<file path="src/rtl/csr_regfile.sv">
// Machine-mode CSR register file: trap state, privilege, 64-bit mcycle, system-jump targets.
// Optional perf counters (B03-B09) are built only when FALCO_CSR_PERF_CNT_EN is defined.
module csr_regfile #(
  parameter logic [31:0] MTVEC_RESET = 32'h0000_0000,
  parameter int unsigned ROB_ENTRY_W = 5
) (
  input  logic                   clk,
  input  logic                   rst_n,
  input  logic [11:0]            csr_raddr_i,
  output logic [31:0]            csr_data_o,
  input  logic                   csr_we_i,
  input  logic [11:0]            csr_waddr_i,
  input  logic [31:0]            csr_wdata_i,
  input  logic                   sys_jump_i,
  input  logic [1:0]             sys_jump_csr_addr_i,
  output logic                   sys_jump_o,
  output logic [31:0]            sys_jump_csr_data_o,
  output logic [1:0]             privilege_level_o,
  input  logic                   xcpt_valid_i,
  input  logic [3:0]             xcpt_cause_i,
  input  logic [31:0]            xcpt_tval_i,
  input  logic [31:0]            pc,
  input  logic                   exe_stall,
  input  logic                   exe_is_branch,
  input  logic                   exe_misspredict,
  input  logic                   start_recovery,
  input  logic                   recovery_procedure,
  input  logic [ROB_ENTRY_W:0]   recovery_distance,
  input  logic [31:0]            start_recovery_tag
);

  localparam int unsigned XLEN = 32;

  localparam logic [11:0] ADDR_MSTATUS  = 12'h300;
  localparam logic [11:0] ADDR_MTVEC    = 12'h305;
  localparam logic [11:0] ADDR_MSCRATCH = 12'h340;
  localparam logic [11:0] ADDR_MEPC     = 12'h341;
  localparam logic [11:0] ADDR_MCAUSE   = 12'h342;
  localparam logic [11:0] ADDR_MTVAL    = 12'h343;
  localparam logic [11:0] ADDR_MCYCLE   = 12'hB00;
  localparam logic [11:0] ADDR_MCYCLEH  = 12'hB80;
  localparam logic [11:0] ADDR_MHARTID  = 12'hF14;

  localparam logic [XLEN-1:0] MSTATUS_MASK = 32'h0000_1888;
  localparam logic [XLEN-1:0] ALIGN_MASK   = 32'hFFFF_FFFC;
  localparam logic [1:0]      PRIV_M       = 2'b11;
  localparam logic [1:0]      PRIV_U       = 2'b00;

  logic            mie_q, mie_d;
  logic            mpie_q, mpie_d;
  logic [1:0]      mpp_q, mpp_d;
  logic [1:0]      priv_q, priv_d;
  logic [XLEN-1:0] mtvec_q, mtvec_d;
  logic [XLEN-1:0] mscratch_q, mscratch_d;
  logic [XLEN-1:0] mepc_q, mepc_d;
  logic [XLEN-1:0] mcause_q, mcause_d;
  logic [XLEN-1:0] mtval_q, mtval_d;
  logic [XLEN-1:0] mcycle_lo_q, mcycle_lo_d;
  logic [XLEN-1:0] mcycle_hi_q, mcycle_hi_d;
  logic            jump_q, jump_d;
  logic [XLEN-1:0] jump_data_q, jump_data_d;

  logic            wr_mstatus, wr_mtvec, wr_mscratch, wr_mepc, wr_mcause, wr_mtval;
  logic            wr_mcycle, wr_mcycleh, wr_any;
  logic            is_mret;
  logic            lo_carry;
  logic [XLEN-1:0] mstatus_val;
  logic [XLEN-1:0] wdata_masked;
  logic [XLEN-1:0] rd_val;
  logic [XLEN-1:0] perf_rdata;

  assign mstatus_val = {19'b0, mpp_q, 3'b0, mpie_q, 3'b0, mie_q, 3'b0};

  // A same-cycle exception owns mstatus and the trap registers, so those writes are dropped.
  assign wr_mstatus  = csr_we_i && (csr_waddr_i == ADDR_MSTATUS) && !xcpt_valid_i;
  assign wr_mtvec    = csr_we_i && (csr_waddr_i == ADDR_MTVEC);
  assign wr_mscratch = csr_we_i && (csr_waddr_i == ADDR_MSCRATCH);
  assign wr_mepc     = csr_we_i && (csr_waddr_i == ADDR_MEPC) && !xcpt_valid_i;
  assign wr_mcause   = csr_we_i && (csr_waddr_i == ADDR_MCAUSE) && !xcpt_valid_i;
  assign wr_mtval    = csr_we_i && (csr_waddr_i == ADDR_MTVAL) && !xcpt_valid_i;
  assign wr_mcycle   = csr_we_i && (csr_waddr_i == ADDR_MCYCLE);
  assign wr_mcycleh  = csr_we_i && (csr_waddr_i == ADDR_MCYCLEH);
  assign wr_any      = wr_mstatus | wr_mtvec | wr_mscratch | wr_mepc | wr_mcause | wr_mtval |
                       wr_mcycle | wr_mcycleh;

  assign is_mret  = sys_jump_i && (sys_jump_csr_addr_i == 2'd1);
  assign lo_carry = (mcycle_lo_q == '1);

  // Write data as it will be stored, used for read-after-write forwarding.
  always_comb begin
    wdata_masked = csr_wdata_i;
    case (csr_waddr_i)
      ADDR_MSTATUS:          wdata_masked = csr_wdata_i & MSTATUS_MASK;
      ADDR_MTVEC, ADDR_MEPC: wdata_masked = csr_wdata_i & ALIGN_MASK;
      default:               wdata_masked = csr_wdata_i;
    endcase
  end

  always_comb begin
    rd_val = '0;
    case (csr_raddr_i)
      ADDR_MSTATUS:  rd_val = mstatus_val;
      ADDR_MTVEC:    rd_val = mtvec_q;
      ADDR_MSCRATCH: rd_val = mscratch_q;
      ADDR_MEPC:     rd_val = mepc_q;
      ADDR_MCAUSE:   rd_val = mcause_q;
      ADDR_MTVAL:    rd_val = mtval_q;
      ADDR_MCYCLE:   rd_val = mcycle_lo_q;
      ADDR_MCYCLEH:  rd_val = mcycle_hi_q;
      ADDR_MHARTID:  rd_val = '0;
      default:       rd_val = perf_rdata;
    endcase
  end

  assign csr_data_o = (wr_any && (csr_waddr_i == csr_raddr_i)) ? wdata_masked : rd_val;

  // Next state: software writes first, then exception or mret trap bookkeeping on top.
  always_comb begin
    mie_d       = mie_q;
    mpie_d      = mpie_q;
    mpp_d       = mpp_q;
    priv_d      = priv_q;
    mtvec_d     = mtvec_q;
    mscratch_d  = mscratch_q;
    mepc_d      = mepc_q;
    mcause_d    = mcause_q;
    mtval_d     = mtval_q;
    mcycle_lo_d = mcycle_lo_q + XLEN'(1);
    mcycle_hi_d = mcycle_hi_q + XLEN'(lo_carry);
    jump_d      = sys_jump_i;
    jump_data_d = jump_data_q;

    if (wr_mstatus) begin
      mie_d  = csr_wdata_i[3];
      mpie_d = csr_wdata_i[7];
      mpp_d  = csr_wdata_i[12:11];
    end
    if (wr_mtvec)    mtvec_d     = csr_wdata_i & ALIGN_MASK;
    if (wr_mscratch) mscratch_d  = csr_wdata_i;
    if (wr_mepc)     mepc_d      = csr_wdata_i & ALIGN_MASK;
    if (wr_mcause)   mcause_d    = csr_wdata_i;
    if (wr_mtval)    mtval_d     = csr_wdata_i;
    if (wr_mcycle)   mcycle_lo_d = csr_wdata_i;
    if (wr_mcycleh)  mcycle_hi_d = csr_wdata_i;

    if (xcpt_valid_i) begin
      mepc_d   = pc & ALIGN_MASK;
      mcause_d = {28'b0, xcpt_cause_i};
      mtval_d  = xcpt_tval_i;
      mpie_d   = mie_q;
      mie_d    = 1'b0;
      mpp_d    = priv_q;
      priv_d   = PRIV_M;
    end else if (is_mret) begin
      mie_d  = mpie_q;
      mpie_d = 1'b1;
      priv_d = mpp_q;
      mpp_d  = PRIV_U;
    end

    // Targets use post-update values; an exception always vectors through mtvec.
    if (sys_jump_i) begin
      if (xcpt_valid_i || (sys_jump_csr_addr_i == 2'd0)) begin
        jump_data_d = mtvec_d;
      end else if (sys_jump_csr_addr_i == 2'd1) begin
        jump_data_d = mepc_d;
      end else begin
        jump_data_d = '0;
      end
    end
  end

  always_ff @(posedge clk or negedge rst_n) begin
    if (!rst_n) begin
      mie_q       <= 1'b0;
      mpie_q      <= 1'b0;
      mpp_q       <= 2'b00;
      priv_q      <= PRIV_M;
      mtvec_q     <= MTVEC_RESET;
      mscratch_q  <= '0;
      mepc_q      <= '0;
      mcause_q    <= '0;
      mtval_q     <= '0;
      mcycle_lo_q <= '0;
      mcycle_hi_q <= '0;
      jump_q      <= 1'b0;
      jump_data_q <= '0;
    end else begin
      mie_q       <= mie_d;
      mpie_q      <= mpie_d;
      mpp_q       <= mpp_d;
      priv_q      <= priv_d;
      mtvec_q     <= mtvec_d;
      mscratch_q  <= mscratch_d;
      mepc_q      <= mepc_d;
      mcause_q    <= mcause_d;
      mtval_q     <= mtval_d;
      mcycle_lo_q <= mcycle_lo_d;
      mcycle_hi_q <= mcycle_hi_d;
      jump_q      <= jump_d;
      jump_data_q <= jump_data_d;
    end
  end

  assign sys_jump_o          = jump_q;
  assign sys_jump_csr_data_o = jump_data_q;
  assign privilege_level_o   = priv_q;

`ifdef FALCO_CSR_PERF_CNT_EN
  localparam logic [11:0] ADDR_BRANCH  = 12'hB03;
  localparam logic [11:0] ADDR_MISPRED = 12'hB04;
  localparam logic [11:0] ADDR_STALL   = 12'hB05;
  localparam logic [11:0] ADDR_RECOV   = 12'hB06;
  localparam logic [11:0] ADDR_RCYC    = 12'hB07;
  localparam logic [11:0] ADDR_RDIST   = 12'hB08;
  localparam logic [11:0] ADDR_RTAG    = 12'hB09;

  logic [XLEN-1:0] branch_q, branch_d, mispred_q, mispred_d, stall_q, stall_d;
  logic [XLEN-1:0] recov_q, recov_d, rcyc_q, rcyc_d, rdist_q, rdist_d, rtag_q, rtag_d;

  function automatic logic [XLEN-1:0] sat_add(input logic [XLEN-1:0] a,
                                              input logic [XLEN-1:0] b);
    logic [XLEN:0] sum;
    sum = {1'b0, a} + {1'b0, b};
    return sum[XLEN] ? '1 : sum[XLEN-1:0];
  endfunction

  always_comb begin
    branch_d  = branch_q;
    mispred_d = mispred_q;
    stall_d   = stall_q;
    recov_d   = recov_q;
    rcyc_d    = rcyc_q;
    rdist_d   = rdist_q;
    rtag_d    = rtag_q;
    if (exe_is_branch && !exe_stall)   branch_d  = sat_add(branch_q, XLEN'(1));
    if (exe_misspredict && !exe_stall) mispred_d = sat_add(mispred_q, XLEN'(1));
    if (exe_stall)                     stall_d   = sat_add(stall_q, XLEN'(1));
    if (recovery_procedure)            rcyc_d    = sat_add(rcyc_q, XLEN'(1));
    if (start_recovery) begin
      recov_d = sat_add(recov_q, XLEN'(1));
      rdist_d = sat_add(rdist_q, XLEN'(recovery_distance));
      rtag_d  = start_recovery_tag;
    end
  end

  always_ff @(posedge clk or negedge rst_n) begin
    if (!rst_n) begin
      branch_q  <= '0;
      mispred_q <= '0;
      stall_q   <= '0;
      recov_q   <= '0;
      rcyc_q    <= '0;
      rdist_q   <= '0;
      rtag_q    <= '0;
    end else begin
      branch_q  <= branch_d;
      mispred_q <= mispred_d;
      stall_q   <= stall_d;
      recov_q   <= recov_d;
      rcyc_q    <= rcyc_d;
      rdist_q   <= rdist_d;
      rtag_q    <= rtag_d;
    end
  end

  always_comb begin
    perf_rdata = '0;
    case (csr_raddr_i)
      ADDR_BRANCH:  perf_rdata = branch_q;
      ADDR_MISPRED: perf_rdata = mispred_q;
      ADDR_STALL:   perf_rdata = stall_q;
      ADDR_RECOV:   perf_rdata = recov_q;
      ADDR_RCYC:    perf_rdata = rcyc_q;
      ADDR_RDIST:   perf_rdata = rdist_q;
      ADDR_RTAG:    perf_rdata = rtag_q;
      default:      perf_rdata = '0;
    endcase
  end
`else
  logic unused_perf_inputs;
  assign unused_perf_inputs = ^{exe_stall, exe_is_branch, exe_misspredict, start_recovery,
                                recovery_procedure, recovery_distance, start_recovery_tag};
  assign perf_rdata = '0;
`endif

endmodule
</file>
<file path="config.mk">
export PLATFORM = sky130hd
export DESIGN_NAME = csr_regfile
export DESIGN_NICKNAME = d
export VERILOG_FILES = /design/src/rtl/csr_regfile.sv
export SDC_FILE = /design/constraint.sdc
export NUM_CORES = 1
export LEC_CHECK = 0
export CAP_MARGIN = 20
export CORE_MARGIN = 4
export CORE_UTILIZATION = 49
export DETAILED_ROUTE_END_ITERATION = 7
export GPL_TIMING_DRIVEN = 1
export MAX_ROUTING_LAYER = met4
export PLACE_DENSITY = 0.75
export SLEW_MARGIN = 20
export SYNTH_ARGS = -nofsm -noshare
export SYNTH_HDL_FRONTEND = slang
export SYNTH_SLANG_ARGS = --single-unit
</file>
<file path="constraint.sdc">
create_clock -name clk -period 3.15 [get_ports clk]
set_clock_uncertainty 0.05 [all_clocks]
set_input_delay 0.4725 -clock clk [delete_from_list [all_inputs] [get_ports clk]]
set_output_delay 0.4725 -clock clk [all_outputs]
set_load 0.02 [all_outputs]
</file>
# == After elaboration in Yosys (flattened, before gate mapping) ==
# Cells that the tools add are included.
# word_totals
ff_bits,263
out_inout_bits,67
elab_cells,88
input_bits,174
# classes
n_reduce_logical,22
n_eq_ne,19
addsub,2
bitwise_logic,7
n_mux,25
# op_table
operator,n
2-to-1 mux 32 bit,12
one-hot mux 32 bit (8 select lines),1
"equality test 12 x 10 -> 1 bit, second input constant",12
one-hot mux 32 bit (2 select lines),1
"equality test 12 bit, second input constant",4
adder 32 x 1 -> 32 bit,1
"adder 32 x 1 -> 32 bit, second input constant",1
"equality test 32 bit, second input constant",1
logical AND 1 bit,14
equality test 12 bit,1
2-to-1 mux 2 bit,5
bitwise OR 1 bit,7
2-to-1 mux 1 bit,6
nonzero test 2 bit,3
nonzero test 3 bit,1
"equality test 2 x 1 -> 1 bit, second input constant",1
zero test 2 bit,1
OR reduction 2 bit,1
zero test 1 bit,1
logical OR 1 bit,1

# == Depth between registers and ports, before layout ==
# Gate-level depths: netlist (run 1).
# depth
depth_word,12
ltp_mapped,14
mapped_depth_nobuf,12

# == Worst setup path before layout (run 1) ==
# Ideal clock, no wire load.
# synth_path
kind,reg-to-reg
startpoint,register mcycle_lo_q[7]
endpoint,register mcycle_hi_q[26]
setup_slack_ns,-0.328
path_buffers,3
setup_time_ns,0.125
period_less_slack_ns,3.478
arrival_ns,3.303
stages_incl_launch_ff,15
required_ns,2.975
cell_sequence,dfrtp_1 nand4_4 or4_4 buf_6 buf_6 nor3_2 and3_1 ha_1 ha_1 nand2_1 or3_1 clkbuf_1 and4bb_2 xnor2_1 mux2_2
# synth_between
elab_chain_len,3
# synth_lines
element,line,source
from (decl),58,"logic [XLEN-1:0] mcycle_lo_q, mcycle_lo_d;"
from (signal assigned),198,mcycle_lo_q <= mcycle_lo_d;
equality test 32 bit,87,assign lo_carry = (mcycle_lo_q == '1);
adder 32 x 1 -> 32 bit,129,mcycle_hi_d = mcycle_hi_q + XLEN'(lo_carry);
2-to-1 mux 32 bit,144,if (wr_mcycleh) mcycle_hi_d = csr_wdata_i;
net mcycle_hi_d[26],59,"logic [XLEN-1:0] mcycle_hi_q, mcycle_hi_d;"
to (signal assigned),199,mcycle_hi_q <= mcycle_hi_d;
to (decl),59,
# The timed path passes the listed nets, and every way through them passes these cells.
# A chain may end at the register's enable or synchronous reset.

# == Final worst setup path (run 1) ==
# layout_path
startpoint,input csr_raddr_i[11]
endpoint,output csr_data_o[0]
# layout_between
elab_chain_len,3
elab_cells_between_ends,12
classes_between,eq/ne (9); mux (2); reduce/logical (1)
# layout_lines
element,line,source
from (decl),9,"input logic [11:0] csr_raddr_i,"
equality test 12 bit (tied with other cells),101,case (csr_raddr_i)
one-hot mux 32 bit (8 select lines) or logical AND 1 bit (tied branches),"101, 115",
2-to-1 mux 32 bit (*),115,assign csr_data_o = (wr_any && (csr_waddr_i == csr_raddr_i)) ? wdata_masked : rd_val;
to (decl),10,"output logic [31:0] csr_data_o,"
# Mark *: on every way between the ends. The rest lies on a longest branch, timed or not.

==> summary.txt, run 1 <==
Hold/Removal Path Class: in2reg
# H-tree levels: 1
Clk_lat worst skew: 580 ps
Ys async rst share: 100%
Top cells by count, synth: dfrtp_1 (261), mux2i_1 (185), nand2_1 (146)
Reg area: 6580 sq um
Critical path capture point type: output pin
Synth warn: 0
Critical Path RT: 2630 ps
Setup-failing EPs final: 0
Synth Instances: 1424
CTS Buf Count: 28
Synth area leaders: dfrtp_1 (45%), mux2i_1 (13%), mux2_2 (8.0%)
Worst-path clk slew: 60 ps
Initial Utilization: 50.2%
Layout Nets: 1855
Drt drc: 0
Cell variety after synth: 56
Crit path DAT: 2600 ps
CTS root buffer: clkbuf_16
Most frequent cell after synthesis: dfrtp_1
Max-cap viol count: 0
Num ports: 241
EDFF count, synth: 0
Proportion of layout cells with a drive suffix above 1: 22.2%
Width of the die: 180 um
Initial drt markers: 1225
First-pass GRT wire length: 73.6 mm
VDD IR max: 0.405 mV
Slew HR: 37.5%
DIE HEIGHT: 180 um
Post-detail-place hpwl: 32.2 mm
CTS tree: done
Area Overhead vs Synth: 30.7%
Pin slew with the least headroom to its limit: 938 ps
Ys flop type: dfrtp_1
Clock buffer depth: 3
Drt wl/cell: 22.4 um
Maximum operating frequency: 320 MHz
Yosys top cell area share: 44.8%
GPL Wtd Cong: 0.932
Cell Pwr Density: 432 nW/um^2
Die ar.: 32500 sq um
Sequential area share after synthesis: 45.2%
Setup tns final: 0 ps
Syn avg cell area: 10.2 sq um
Via density: 6.03
Vias in the first global route: 13100
Area of the multi-input gates: 7570 sq um
Worst Setup Path Type: in2out
Tot GR Track Use: 28.7%
Hold Slack: 402 ps
Maximum fanout along the worst path: 11
Diodes inserted: 0
Final Cycle Share: 99.1%
Leak pwr: 9.04 nW
Area post-placement: 17800 sq um
DRT Wirelength: 46.8 mm
Startpoint Class: primary input
Synth area leader: dfrtp_1
Mapped Area: 14600 sq um
Rows: 62
Largest net degree at the start of global routing: 81
Antenna violations before repair: 0
Post-route antenna net violation count: 0
Tmin final: 3120 ps
Final Hold Fails: 0
Synthesized net count: 1601
Power Total: 8.23 mW
Total grt overflow: 0
Post-layout util: 65.6%
Core Box Area: 29000 sq um
TritonRoute pass-1 iters: 8
Post-Layout Inst Area: 19000 sq um
Seq cells post-synth: 263
Vias after detailed routing: 12600
Max-slew violation count: 0
Port bufs: 195
Layout fillers: 2291
Status: complete, no violations
TritonCTS Sinks: 263
## worst max-delay path, stage by stage
cell,delay [ps]
clkdlybuf4s50_1,460
xor2_1,160
nor4_1,290
nand3_1,130
or3_4,440
buf_12,160
buf_16,160
mux2i_1,140
buf_2,180
## final timing paths
check	start	endpoint	slack (ps)	cells after the start
worst min-delay path	pc[5]	mepc_q[5]$_DFF_PN0_	400	3
worst min register to register	mscratch_q[17]$_DFFE_PN0P_	mscratch_q[17]$_DFFE_PN0P_	460	1
min in group asynchronous	rst_n	mepc_q[6]$_DFF_PN0_	440	2
max in group asynchronous	rst_n	mtval_q[24]$_DFFE_PN0P_	1780	3
worst max-delay path	csr_raddr_i[11]	csr_data_o[0]	30	9
worst max register to register	mcycle_lo_q[11]$_DFF_PN0_	mcycle_hi_q[28]$_DFF_PN0_	110	11
## layout by cell type, fill, tap and decap left out, types with 4 or more instances in the layout
cell	n
a21oi_1	13
a221o_1	30
a222oi_1	32
a22o_1	4
a311oi_1	22
a311oi_2	6
and2_1	6
and3_1	7
and4_1	6
buf_12	22
buf_2	19
buf_4	119
buf_6	4
clkbuf_16	28
clkbuf_8	10
clkdlybuf4s15_2	4
clkdlybuf4s50_1	141
clkinv_2	6
dfrtp_1	261
dlygate4sd2_1	5
dlymetal6s2s_1	13
inv_1	47
mux2_2	103
mux2i_1	185
nand2_1	146
nand3_1	24
nand4_1	12
nor2_1	134
nor2_2	5
nor2b_1	5
nor3_1	16
nor3b_2	4
nor4_1	15
nor4_2	4
nor4b_1	7
o21ai_0	83
o21ai_1	8
xnor2_1	48
xor2_1	25
## what timing repair did
action,CTS,global route
setup buffers,1,2
hold endpoints to repair,73,0
cloned,2,0
pin swaps,8,10
hold buffers,1,0
resized for setup,154,35
endpoints found under the setup margin,35,41
## power breakdown
part	internal [mW]	total, mW	switching, mW
logic	0.483	1.03	0.546
clock network	2.12	3.55	1.43
registers	3.53	3.64	0.114
## per-layer routing
layer / part of all wire, % / GRT usage, %
met5: 0 / -
met4: 3.8 / 10.1
met3: 7.2 / 5.31
met2: 48 / 45.7
met1: 41 / 37.0
## cell type report
class,instances,area share (%)
clock buffers,40,4.44
well taps,384,2.52
repair buffers,331,16.9
clock inverters,12,0.867
multi-input cells,1007,39.7
flip-flops and latches,263,34.6
inverters,47,0.926
## cell families after synthesis
kind of cell	share of synthesized area (%)
AOI/OAI and AO/OA	10.3
adders and majority gates	0.258
muxes	20.9
DFF	45.2
buffers and inverters	4.54
and+or+nand+nor	14.4
xor gates and xnor gates	4.39
## sequential cells by signal, summed over array words and instances (netlist names)
name	flops
mpie_q	1
sys_jump_o	1
mtvec_q	32
mepc_q	32
mtval_q	32
mie_q	1
mcycle_hi_q	32
sys_jump_csr_data_o	32
privilege_level_o	2
mscratch_q	32
mcause_q	32
mcycle_lo_q	32
mpp_q	2
## metrics by stage
step	setup WS, ps	cells
after global placement	-638	2026
final	27.8	2084
after detailed placement	-666	2026
after CTS	3.36	2082
after floorplan	-40.5	1424
after global routing	-8.65	2084
Note: power is estimated with default switching activity, not from simulation.
==> run 2, diff against run 1 <==
--- a/config.mk
+++ b/config.mk
@@ -5,7 +5,7 @@
 export SDC_FILE = /design/constraint.sdc
 export NUM_CORES = 1
 export LEC_CHECK = 0
-export CAP_MARGIN = 20
+export CAP_MARGIN = 10
 export CORE_MARGIN = 4
 export CORE_UTILIZATION = 49
 export DETAILED_ROUTE_END_ITERATION = 7
==> results of run 2 <==
No change in the layout: final DEF, timing and power equal those of run 1.
==> run 3, diff against run 2 <==
--- a/config.mk
+++ b/config.mk
@@ -6,7 +6,7 @@
 export NUM_CORES = 1
 export LEC_CHECK = 0
 export CAP_MARGIN = 10
-export CORE_MARGIN = 4
+export CORE_MARGIN = 3
 export CORE_UTILIZATION = 49
 export DETAILED_ROUTE_END_ITERATION = 7
 export GPL_TIMING_DRIVEN = 1
==> summary.txt, run 3 (synthesized netlist as in run 1, its figures left out) <==
CTS tree: done (unchanged)
DIE HEIGHT: 178 um (was 180 um)
TritonCTS Sinks: 263 (unchanged)
R2R cell count: 11 (unchanged)
Port bufs: 195 (unchanged)
Antenna violations before repair: 0 (unchanged)
TritonRoute pass-1 iters: 8 (unchanged)
Startpoint Class: primary input (unchanged)
Initial Utilization: 50.2% (unchanged)
Maximum operating frequency: 321 MHz (was 320 MHz)
DRT Wirelength: 46.5 mm (was 46.8 mm)
Critical path's largest stage delay: 300 ps (was 460 ps)
Violated checks: design-rule violations
Leak pwr: 8.93 nW (was 9.04 nW)
Total grt overflow: 0 (unchanged)
Pin slew with the least headroom to its limit: 948 ps (was 938 ps)
Final Hold Fails: 0 (unchanged)
CTS root buffer: clkbuf_16 (unchanged)
Power Total: 8.27 mW (was 8.23 mW)
Drt drc: 1 (was 0)
Crit path top cell by count: buf_4
Critical path capture point type: output pin (unchanged)
Slew HR: 36.8% (was 37.5%)
Crit-path cells: dlygate4sd2_1, nor4bb_4, buf_4, nand4_1, buf_4, clkbuf_16, nor2_1, a311oi_1, mux2i_1, clkdlybuf4s15_2 (was clkdlybuf4s50_1, xor2_1, nor4_1, nand3_1, or3_4, buf_12, buf_16, mux2i_1, buf_2)
Final Cycle Share: 98.9% (was 99.1%)
Crit path DAT: 2590 ps (was 2600 ps)
Most frequent cells in the layout: dfrtp_1 (261), mux2i_1 (184), nand2_1 (146) (was dfrtp_1 (261), mux2i_1 (185), nand2_1 (146))
Maximum fanout along the worst path: 6 (was 11)
Die ar.: 31800 sq um (was 32500 sq um)
Hold/Removal Path Class: in2async (was in2reg)
Tot GR Track Use: 29.8% (was 28.7%)
Diodes inserted: 0 (unchanged)
Post-detail-place hpwl: 31.3 mm (was 32.2 mm)
Drt wl/cell: 22.3 um (was 22.4 um)
Layout Nets: 1853 (was 1855)
Clock buffer depth: 3 (unchanged)
Tmin final: 3110 ps (was 3120 ps)
VDD IR max: 0.494 mV (was 0.405 mV)
Vias after detailed routing: 12600 (about the same)
Proportion of layout cells with a drive suffix above 1: 22.1% (was 22.2%)
Core Box Area: 29000 sq um (unchanged)
Width of the die: 178 um (was 180 um)
Layout fillers: 2314 (was 2291)
Via density: 6.04 (was 6.03)
Setup WS pre-CTS: -630 ps (was -666 ps)
# H-tree levels: 1 (unchanged)
First-pass GRT wire length: 72.6 mm (was 73.6 mm)
Worst-path clk slew: 70 ps (was 60 ps)
Max-cap viol count: 0 (unchanged)
Unrepaired setup endpoints after global routing: yes
Commonest non-fill, non-tap cell in the layout: dfrtp_1 (unchanged)
Initial drt markers: 1357 (was 1225)
Worst Setup Path Type: in2out (unchanged)
Num ports: 241 (unchanged)
GPL Wtd Cong: 0.883 (was 0.932)
Vias in the first global route: 13000 (was 13100)
Clk_lat worst skew: 570 ps (was 580 ps)
CTS Buf Count: 29 (was 28)
Critical Path RT: 2630 ps (about the same)
Post-route antenna net violation count: 0 (unchanged)
Status: finished with violations (was complete, no violations)
Area Overhead vs Synth: 30.1% (was 30.7%)
Cell Pwr Density: 437 nW/um^2 (was 432 nW/um^2)
Slowest-stage cell, CP: dlygate4sd2_1 (was clkdlybuf4s50_1)
Largest net degree at the start of global routing: 80 (was 81)
Worst Slack Setup Final: 35.3 ps (was 27.8 ps)
Max-slew violation count: 0 (unchanged)
Setup-failing EPs final: 0 (unchanged)
Rows: 62 (unchanged)
-- run 3: what timing repair did --
item,CTS,global route
endpoints found under the setup margin,37,41
pin swaps,6,3
setup buffers,2,3
hold buffers,1,0
gates cloned,2,2
hold endpoints to repair,61,0
resized for setup,139,42
-- run 3: final cells by class --
| cell class | count | area [sq um] | share of cell area [%] |
|---|---|---|---|
| multi-input cells | 1007 | 7520 | 39.7 |
| flip-flops and latches | 263 | 6580 | 34.8 |
| repair buffers | 328 | 3160 | 16.7 |
| clock buffers | 37 | 806 | 4.25 |
| well taps | 384 | 480 | 2.54 |
| clock inverters | 17 | 218 | 1.15 |
| inverters | 47 | 176 | 0.931 |
-- run 3: per-layer routing --
metal | vias to the layer above | GRT usage, % | wire length [um]
met5 | - | - | 0
met4 | 0 | 9.29 | 1620
met3 | 122 | 4.47 | 3390
met2 | 550 | 48.6 | 22400
met1 | 6262 | 38.4 | 19000
li1 | 5639 | - | -
-- run 3: path summary, 6_finish.rpt --
kind / slack, ps / from / to
worst min-delay path: 400 / rst_n / mtval_q[5]$_DFFE_PN0P_
max in group asynchronous: 1790 / rst_n / mcycle_lo_q[25]$_DFF_PN0_
worst max-delay path: 40 / csr_raddr_i[6] / csr_data_o[27]
worst max register to register: 100 / mcycle_lo_q[12]$_DFF_PN0_ / mcycle_hi_q[28]$_DFF_PN0_
min in group clk: 400 / pc[17] / mepc_q[17]$_DFF_PN0_
worst min register to register: 460 / mscratch_q[0]$_DFFE_PN0P_ / mscratch_q[0]$_DFFE_PN0P_
-- run 3: critical path: cells and delay by family --
kind / cells / cell delay, ps
muxes: 1 / 190
buffers and inverters: 5 / 1140
AOI/OAI and AO/OA: 1 / 90
and+or+nand+nor: 3 / 690
-- run 3: report_power, final --
part	internal (mW)	switching, mW
clock	2.15	1.46
sequential	3.53	0.110
combinational	0.480	0.545
total	6.16	2.11
-- run 3: metrics by stage --
stage	area, sq um	setup TNS [ps]	hold slack (ps)	instances	utilization (%)
6_report	18900	0	398	2083	65.3
5_1_grt	18900	-219	416	2083	65.3
4_1_cts	18800	0	390	2078	64.9
3_5_place_dp	17800	-18550	412	2019	61.2
3_3_place_gp	17800	-16980	415	2019	61.2
2_1_floorplan	14600	-54.7	127	1424	-
